File: src/rtl/axis_pkt_arbiter_pkg.sv
// Constants and helpers shared by the packet arbiter and the switch that instantiates it.
package axis_pkt_arbiter_pkg;

  localparam int unsigned ARB_TYPE_FIXED = 0;
  localparam int unsigned ARB_TYPE_RR    = 1;
  localparam int unsigned ARB_PRIO_MSB   = 0;
  localparam int unsigned ARB_PRIO_LSB   = 1;

  typedef enum logic [0:0] {StIdle, StGranted} arb_state_e;

  // Select width for an n-way index; a single port still needs one bit.
  function automatic int unsigned sel_width(input int unsigned n);
    return (n > 1) ? $clog2(n) : 1;
  endfunction

endpackage

File: src/rtl/axis_pkt_arbiter_priority_encoder.sv
// Priority encoder: reports whether any bit is set, the winning index and its one-hot form.
module axis_pkt_arbiter_priority_encoder
  import axis_pkt_arbiter_pkg::*;
#(
  parameter int unsigned WIDTH             = 4,
  parameter int unsigned LSB_HIGH_PRIORITY = 1,
  parameter int unsigned ENC_WIDTH         = sel_width(WIDTH)
) (
  input  logic [WIDTH-1:0]     bits,
  output logic                 valid,
  output logic [ENC_WIDTH-1:0] encoded,
  output logic [WIDTH-1:0]     unencoded
);

  always_comb begin
    valid     = |bits;
    encoded   = '0;
    unencoded = '0;
    // The last assignment in the scan wins, so scan from the low-priority end.
    if (LSB_HIGH_PRIORITY != 0) begin
      for (int i = int'(WIDTH) - 1; i >= 0; i--) begin
        if (bits[i]) encoded = ENC_WIDTH'(i);
      end
    end else begin
      for (int i = 0; i < int'(WIDTH); i++) begin
        if (bits[i]) encoded = ENC_WIDTH'(i);
      end
    end
    if (valid) unencoded = WIDTH'(1) << encoded;
  end

endmodule

File: src/rtl/axis_pkt_arbiter.sv
// Packet-aware arbiter: registered one-hot grant held for a whole packet, fixed or round robin.
module axis_pkt_arbiter
  import axis_pkt_arbiter_pkg::*;
#(
  parameter int unsigned PORTS                 = 4,
  parameter int unsigned ARB_TYPE_ROUND_ROBIN  = ARB_TYPE_RR,
  parameter int unsigned ARB_BLOCK             = 1,
  parameter int unsigned ARB_BLOCK_ACK         = 1,
  parameter int unsigned ARB_LSB_HIGH_PRIORITY = ARB_PRIO_LSB,
  parameter int unsigned SEL_WIDTH             = sel_width(PORTS)
) (
  input  logic                 clk,
  input  logic                 rst,
  input  logic [PORTS-1:0]     request,
  input  logic [PORTS-1:0]     acknowledge,
  output logic [PORTS-1:0]     grant,
  output logic                 grant_valid,
  output logic [SEL_WIDTH-1:0] grant_encoded
);

  arb_state_e           state_q, state_d;
  logic [PORTS-1:0]     grant_q, grant_d;
  logic [SEL_WIDTH-1:0] enc_q, enc_d;
  logic [PORTS-1:0]     rr_mask_q, rr_mask_d;

  logic                 req_valid, msk_valid, sel_valid;
  logic [SEL_WIDTH-1:0] req_enc, msk_enc, sel_enc;
  logic [PORTS-1:0]     req_oh, msk_oh, sel_oh;
  logic                 release_lock;

  axis_pkt_arbiter_priority_encoder #(
    .WIDTH             (PORTS),
    .LSB_HIGH_PRIORITY (ARB_LSB_HIGH_PRIORITY),
    .ENC_WIDTH         (SEL_WIDTH)
  ) u_enc_req (
    .bits      (request),
    .valid     (req_valid),
    .encoded   (req_enc),
    .unencoded (req_oh)
  );

  axis_pkt_arbiter_priority_encoder #(
    .WIDTH             (PORTS),
    .LSB_HIGH_PRIORITY (ARB_LSB_HIGH_PRIORITY),
    .ENC_WIDTH         (SEL_WIDTH)
  ) u_enc_masked (
    .bits      (request & rr_mask_q),
    .valid     (msk_valid),
    .encoded   (msk_enc),
    .unencoded (msk_oh)
  );

  always_comb begin
    sel_valid = req_valid;
    sel_enc   = req_enc;
    sel_oh    = req_oh;
    if ((ARB_TYPE_ROUND_ROBIN != 0) && msk_valid) begin
      sel_enc = msk_enc;
      sel_oh  = msk_oh;
    end
  end

  always_comb begin
    state_d      = state_q;
    grant_d      = grant_q;
    enc_d        = enc_q;
    rr_mask_d    = rr_mask_q;
    release_lock = 1'b0;

    // grant_q is one-hot, so masking with it selects the granted port's strobe.
    unique case (state_q)
      StIdle:    release_lock = 1'b1;
      StGranted: begin
        if (ARB_BLOCK == 0)          release_lock = 1'b1;
        else if (ARB_BLOCK_ACK != 0) release_lock = |(acknowledge & grant_q);
        else                         release_lock = ~|(request & grant_q);
      end
    endcase

    if (release_lock) begin
      if (sel_valid) begin
        state_d = StGranted;
        grant_d = sel_oh;
        enc_d   = sel_enc;
        if (ARB_TYPE_ROUND_ROBIN != 0) begin
          for (int unsigned j = 0; j < PORTS; j++) begin
            rr_mask_d[j] = (ARB_LSB_HIGH_PRIORITY != 0) ? (j > 32'(sel_enc)) : (j < 32'(sel_enc));
          end
        end
      end else begin
        state_d = StIdle;
        grant_d = '0;
        enc_d   = '0;
      end
    end
  end

  always_ff @(posedge clk) begin
    if (rst) begin
      state_q   <= StIdle;
      grant_q   <= '0;
      enc_q     <= '0;
      rr_mask_q <= '1;
    end else begin
      state_q   <= state_d;
      grant_q   <= grant_d;
      enc_q     <= enc_d;
      rr_mask_q <= rr_mask_d;
    end
  end

  assign grant         = grant_q;
  assign grant_valid   = (state_q == StGranted);
  assign grant_encoded = enc_q;

endmodule

File: config.mk
export PLATFORM = sky130hd
export DESIGN_NAME = axis_pkt_arbiter
export DESIGN_NICKNAME = d
export VERILOG_FILES = /design/src/rtl/axis_pkt_arbiter_pkg.sv /design/src/rtl/axis_pkt_arbiter_priority_encoder.sv /design/src/rtl/axis_pkt_arbiter.sv
export SDC_FILE = /design/constraint.sdc
export NUM_CORES = 1
export LEC_CHECK = 0
export ABC_AREA = 1
export CELL_PAD_IN_SITES_DETAIL_PLACEMENT = 0
export CELL_PAD_IN_SITES_GLOBAL_PLACEMENT = 1
export CORE_MARGIN = 5
export CORE_UTILIZATION = 33
export CTS_BUF_LIST = sky130_fd_sc_hd__clkbuf_16
export DETAILED_ROUTE_END_ITERATION = 12
export PLACE_DENSITY_LB_ADDON = 0.1
export SLEW_MARGIN = 0
export SYNTH_ARGS = -nofsm -noshare
export SYNTH_HDL_FRONTEND = slang
export SYNTH_SLANG_ARGS = --single-unit
File: constraint.sdc
create_clock -name clk -period 2.6 [get_ports clk]
set_input_delay 0.52 -clock clk [delete_from_list [all_inputs] [get_ports clk]]
set_output_delay 0.52 -clock clk [all_outputs]
set_load 0.03 [all_outputs]
==> results of run 1 <==
-- worst paths after layout --
| path | start | to | slack [ns] | cells past startpoint |
|---|---|---|---|---|
| max | grant[0] | grant[0] | 0.81 | 1 |
| min | rr_mask_q[0] | rr_mask_q[0] | 0.46 | 2 |
| max reg2reg | grant[3] | rr_mask_q[2] | 1.49 | 6 |
| min reg2reg | rr_mask_q[0] | rr_mask_q[0] | 0.46 | 2 |
-- Yosys cell counts, drive strengths merged --
| cell | number | area share (%) |
|---|---|---|
| nand2 | 36 | 26 |
| inv | 12 | 7.8 |
| dfxtp | 11 | 38 |
| a21oi | 7 | 8.0 |
| nor2 | 6 | 6.9 |
| nand3 | 4 | 4.3 |
| o21ai | 2 | 2.4 |
| a21boi | 1 | 1.9 |
| clkdlybuf4s18 | 1 | 1.7 |
| nand4 | 1 | 1.1 |
| nor3 | 1 | 1.7 |
-- sequential cells by signal, summed over array words and instances (netlist names) --
signal         count
rr_mask_q          4
grant              4
grant_valid        1
grant_encoded      2
-- power groups by stage --
stage | combinational [W] | clock (W) | sequential [W]
floorplan | 0.0000725 | 0 | 0.000216
global placement | 0.000136 | 0 | 0.000198
detailed placement | 0.000137 | 0 | 0.000198
CTS | 0.000137 | 0.000283 | 0.000196
global route | 0.000150 | 0.000291 | 0.000198
finish | 0.000135 | 0.000277 | 0.000195
-- cells by family (layout without fill, tap and decap cells) --
logic type / Yosys count / after routing / synth area share (%)
flops: 11 / 11 / 37.9
simple gates: 48 / 48 / 40.3
compound gates: 10 / 10 / 12.3
buf+inv: 13 / 32 / 9.48
-- through the flow --
step	total power, W	utilization [%]	worst slack (ns)
2_1_floorplan	0.000288	-	1.36
3_3_place_gp	0.000334	44.6	0.805
3_5_place_dp	0.000335	44.6	0.792
4_1_cts	0.000616	49.2	0.810
5_1_grt	0.000639	49.2	0.773
6_report	0.000607	49.2	0.813
-- cell type report --
cell class                      count  area, um^2  area share (%)
Clock buffer                        3        75.1            8.93
Clock inverter                      1        3.75           0.446
Inverter                           12        45.0            5.36
Multi-Input combinational cell     58         305            36.3
Sequential cell                    11         220            26.2
Tap cell                           25        31.3            3.72
Timing Repair Buffer               16         160            19.0
-- routing by layer --
metal / routed length, um / track usage, % / share of wire, % / up-vias
met2: 564 / 15.7 / 46 / 13
met4: 16 / 3.93 / 1.3 / 0
li1: - / - / - / 293
met3: 91 / 5.73 / 7.4 / 2
met5: 0 / 0 / 0 / -
met1: 554 / 12.5 / 45 / 231
==> flow_summary.yaml, run 1 <==
sta:
  rsz0062_at_grt: "false"
  fin_skew_ns: 0.00437
  relSlewSlack_pct: 76.7
  hold_slack_ns: 0.459
  finalCriticalPeriod_ns: 1.79
  hold_viol_final: 0
  finalSetupViolations: 0
  fmax_ghz: 0.560
  fin_crit_sh_pct: 68.7
  worstMarginPinSlew_ns: 0.348
  setup-tns-final_ns: 0
  drv_slew: 0
die:
  core-area_mm2: 0.00171
  fp.dieW_um: 51.9
  core.rowCount: 15
  dieArea_mm2: 0.00270
  io_pins: 17
  initial_core_util_pct: 34.0
  die_height_um: 51.9
worst_setup_path:
  crit_family: "buffers and inverters"
  cp_num_buf_inv: 1
  cp.arrival_ns: 1.27
  cp-start-kind: "register"
  path_cells: "clkdlybuf4s50_1"
  worstSetupEndpointType: "output pin"
  critPathSlowestCell: "clkdlybuf4s50_1"
  critical-path-max-stage-delay_ns: 0.68
  path_max_fanout: 3
  crit_required_ns: 2.08
  setup.worst_path.class: "register to output pin"
layout:
  fillers: 176
  nNetsFinal: 112
  layout-drive-gt1-share_pct: 20.8
  layout_commonest_cell: "nand2_1"
  area_growth_pct: 44.8
  fin_cells: 126
  diodes: 0
  stdcell_area_um2: 841
  mostFrequentLayoutCells: "nand2_1, clkdlybuf4s50_1, inv_1"
clock_network:
  insertion_delay_ns: 0.24
  max-clock-path-buffers: 2
  cts.sinks: 11
  cts_setup_buffers: 0
  clk_pin_slew_ns: 0.04
  root_buffer: "clkbuf_16"
  postCtsHoldBufs: 0
  cts_buffers: 3
  post_cts_resized: 0
  h-tree-depth: 1
  cts_tree: "yes"
status:
  status: "complete, no violations"
yosys:
  syn_area_per_cell_um2: 7.08
  syn_nets: 92
  ys_warn_count: 0
  seq_area_frac_synth_pct: 37.9
  postSynthCellCount: 82
  synth_area_um2: 581
  ys_ff_latch: 11
  ys_types: 18
drt:
  wire_per_inst_um: 9.74
  ant_nets: 0
  drt_wl_total_um: 1230
  drt-initial-drc-count: 4
  dr_total_vias: 539
  remaining_drc_errors: 0
  viasPerCell: 4.28
  drt-pass1-iter-count: 4
grt:
  grtUsageTotal_pct: 10.5
  antenna_found_initial: 0
  grt_max_degree: 9
  grt_pass1_wl_um: 2040
  grt_overflow: 0
  grt_pass1_vias: 484
placement:
  placedCellCount: 122
  post-dp-hpwl_um: 998
  place_area_um2: 762
  io_buffers: 16
  place.gp.congestion: 0.786
power:
  p_int_w: 0.000443
  p_leak_nw: 0.385
  peakVddDrop_mv: 0.467
  clkPwrFrac_pct: 45.6
  p_seq_share_pct: 32.2
  switching_share_pct: 27.1
  switching_power_w: 0.000164
  pwr-share-comb_pct: 22.2
  powerDensity_mw_per_mm2: 722
flow_run:
  maxCapViolations: 0
min_path:
  worst_hold_path_type: "register to register"
Power figures use the tool's default switching activity.
==> inputs of run 2 (changes only) <==
--- a/config.mk
+++ b/config.mk
@@ -9,7 +9,7 @@
 export CELL_PAD_IN_SITES_DETAIL_PLACEMENT = 0
 export CELL_PAD_IN_SITES_GLOBAL_PLACEMENT = 1
 export CORE_MARGIN = 5
-export CORE_UTILIZATION = 33
+export CORE_UTILIZATION = 28
 export CTS_BUF_LIST = sky130_fd_sc_hd__clkbuf_16
 export DETAILED_ROUTE_END_ITERATION = 12
 export PLACE_DENSITY_LB_ADDON = 0.1
==> constraint.sdc (replaced) <==
create_clock -name clk -period 1.6 [get_ports clk]
set_input_delay 0.32 -clock clk [delete_from_list [all_inputs] [get_ports clk]]
set_output_delay 0.32 -clock clk [all_outputs]
set_load 0.03 [all_outputs]
==> flow_summary.yaml, run 2 (synthesized netlist as in run 1, its figures left out) <==
clock_network:
  cts_buffers: 3
  postCtsHoldBufs: 0
  insertion_delay_ns: 0.24
  cts.sinks: 11
  cts_setup_buffers: 0
  clk_pin_slew_ns: 0.04
  post_cts_resized: 0
  cts_tree: "yes"
  h-tree-depth: 1
  root_buffer: "clkbuf_16"
  max-clock-path-buffers: 2
sta:
  fin_crit_sh_pct: 98.4
  hold_viol_final: 0
  relSlewSlack_pct: 78.6
  finalSetupViolations: 0
  fin_skew_ns: 0.00285
  fmax_ghz: 0.635
  setup-tns-final_ns: 0
  drv_slew: 0
  finalCriticalPeriod_ns: 1.57
  rsz0062_at_grt: "false"
  worstMarginPinSlew_ns: 0.321
layout:
  diodes: 0
  layout_commonest_cell: "nand2_1"
  nNetsFinal: 113
  stdcell_area_um2: 862
  mostFrequentLayoutCells: "nand2_1, clkdlybuf4s50_1, inv_1, dfxtp_1, nand2_2"
  layout-drive-gt1-share_pct: 22.5
  fillers: 224
  area_growth_pct: 48.5
drt:
  drt-initial-drc-count: 3
  dr_total_vias: 530
  remaining_drc_errors: 0
  viasPerCell: 4.11
  drt_wl_total_um: 1280
  wire_per_inst_um: 9.93
  drt-pass1-iter-count: 3
  ant_nets: 0
grt:
  grt_pass1_vias: 492
  grt_pass1_wl_um: 2100
  grt_overflow: 0
  grtUsageTotal_pct: 9.02
  antenna_found_initial: 0
  grt_max_degree: 9
min_path:
  worst_hold_path_type: "register to register"
worst_setup_path:
  critPathSlowestCell: "clkdlybuf4s50_1"
  cp_num_buf_inv: 1
  setup.worst_path.class: "register to output pin"
  crit_family: "buffers and inverters"
  cp-start-kind: "register"
  worstSetupEndpointType: "output pin"
  crit_required_ns: 1.28
  path_cells: "clkdlybuf4s50_1"
  path_max_fanout: 3
  critical-path-max-stage-delay_ns: 0.68
  cp.arrival_ns: 1.25
placement:
  post-dp-hpwl_um: 1050
  io_buffers: 16
  place.gp.congestion: 0.768
  place_area_um2: 772
die:
  fp.dieW_um: 55.5
  initial_core_util_pct: 29.6
  io_pins: 17
  core-area_mm2: 0.00196
  die_height_um: 55.5
  core.rowCount: 16
  dieArea_mm2: 0.00308
status:
  status: "complete, no violations"
power:
  p_leak_nw: 0.457
  peakVddDrop_mv: 0.798
  powerDensity_mw_per_mm2: 1160
flow_run:
  maxCapViolations: 0
-- run 2: stage by stage --
stage          hold WS, ns  utilization (%)  total power, W  setup slack, ns  cells
6_report             0.458             43.9        0.000999           0.0252    129
5_1_grt              0.486             43.9         0.00105          0.00183    129
4_1_cts              0.461             43.4         0.00102          0.00218    129
3_5_place_dp         0.454             39.3        0.000548          0.00797    125
3_3_place_gp         0.452             39.3        0.000550          0.00987    125
2_1_floorplan        0.419                -        0.000468            0.365     82
-- run 2: final timing paths --
path | startpoint | cells past startpoint | to | slack, ns
worst max-delay path | grant_valid | 1 | grant_valid | 0.03
worst min-delay path | rr_mask_q[0] | 2 | rr_mask_q[0] | 0.46
worst max register to register | grant[3] | 6 | rr_mask_q[2] | 0.48
worst min register to register | rr_mask_q[0] | 2 | rr_mask_q[0] | 0.46
-- run 2: routing by layer --
| layer | track usage, % | routed length, um |
|---|---|---|
| met5 | 0 | 0 |
| met4 | 7.29 | 48 |
| met3 | 3.96 | 68 |
| met2 | 12.8 | 541 |
| met1 | 10.3 | 623 |
-- run 2: cell type report --
type | instances | area [um^2] | share of cell area [%]
Clock buffer | 3 | 75.1 | 8.71
Clock inverter | 1 | 5.00 | 0.581
Inverter | 12 | 45.0 | 5.22
Multi-Input combinational cell | 58 | 305 | 35.4
Sequential cell | 11 | 220 | 25.5
Tap cell | 27 | 33.8 | 3.92
Timing Repair Buffer | 17 | 178 | 20.6
-- run 2: where the power goes --
group          switching (W)  total (W)  internal (W)
combinational       0.000131   0.000222     0.0000907
clock               0.000128   0.000459      0.000331
sequential         0.0000157   0.000317      0.000302
total               0.000275   0.000999      0.000723
==> inputs of run 3 (changes only) <==
--- a/config.mk
+++ b/config.mk
@@ -17,3 +17,4 @@
 export SYNTH_ARGS = -nofsm -noshare
 export SYNTH_HDL_FRONTEND = slang
 export SYNTH_SLANG_ARGS = --single-unit
+export TNS_END_PERCENT = 100
==> results of run 3 <==
No change in the layout: final DEF, timing and power equal those of run 2.
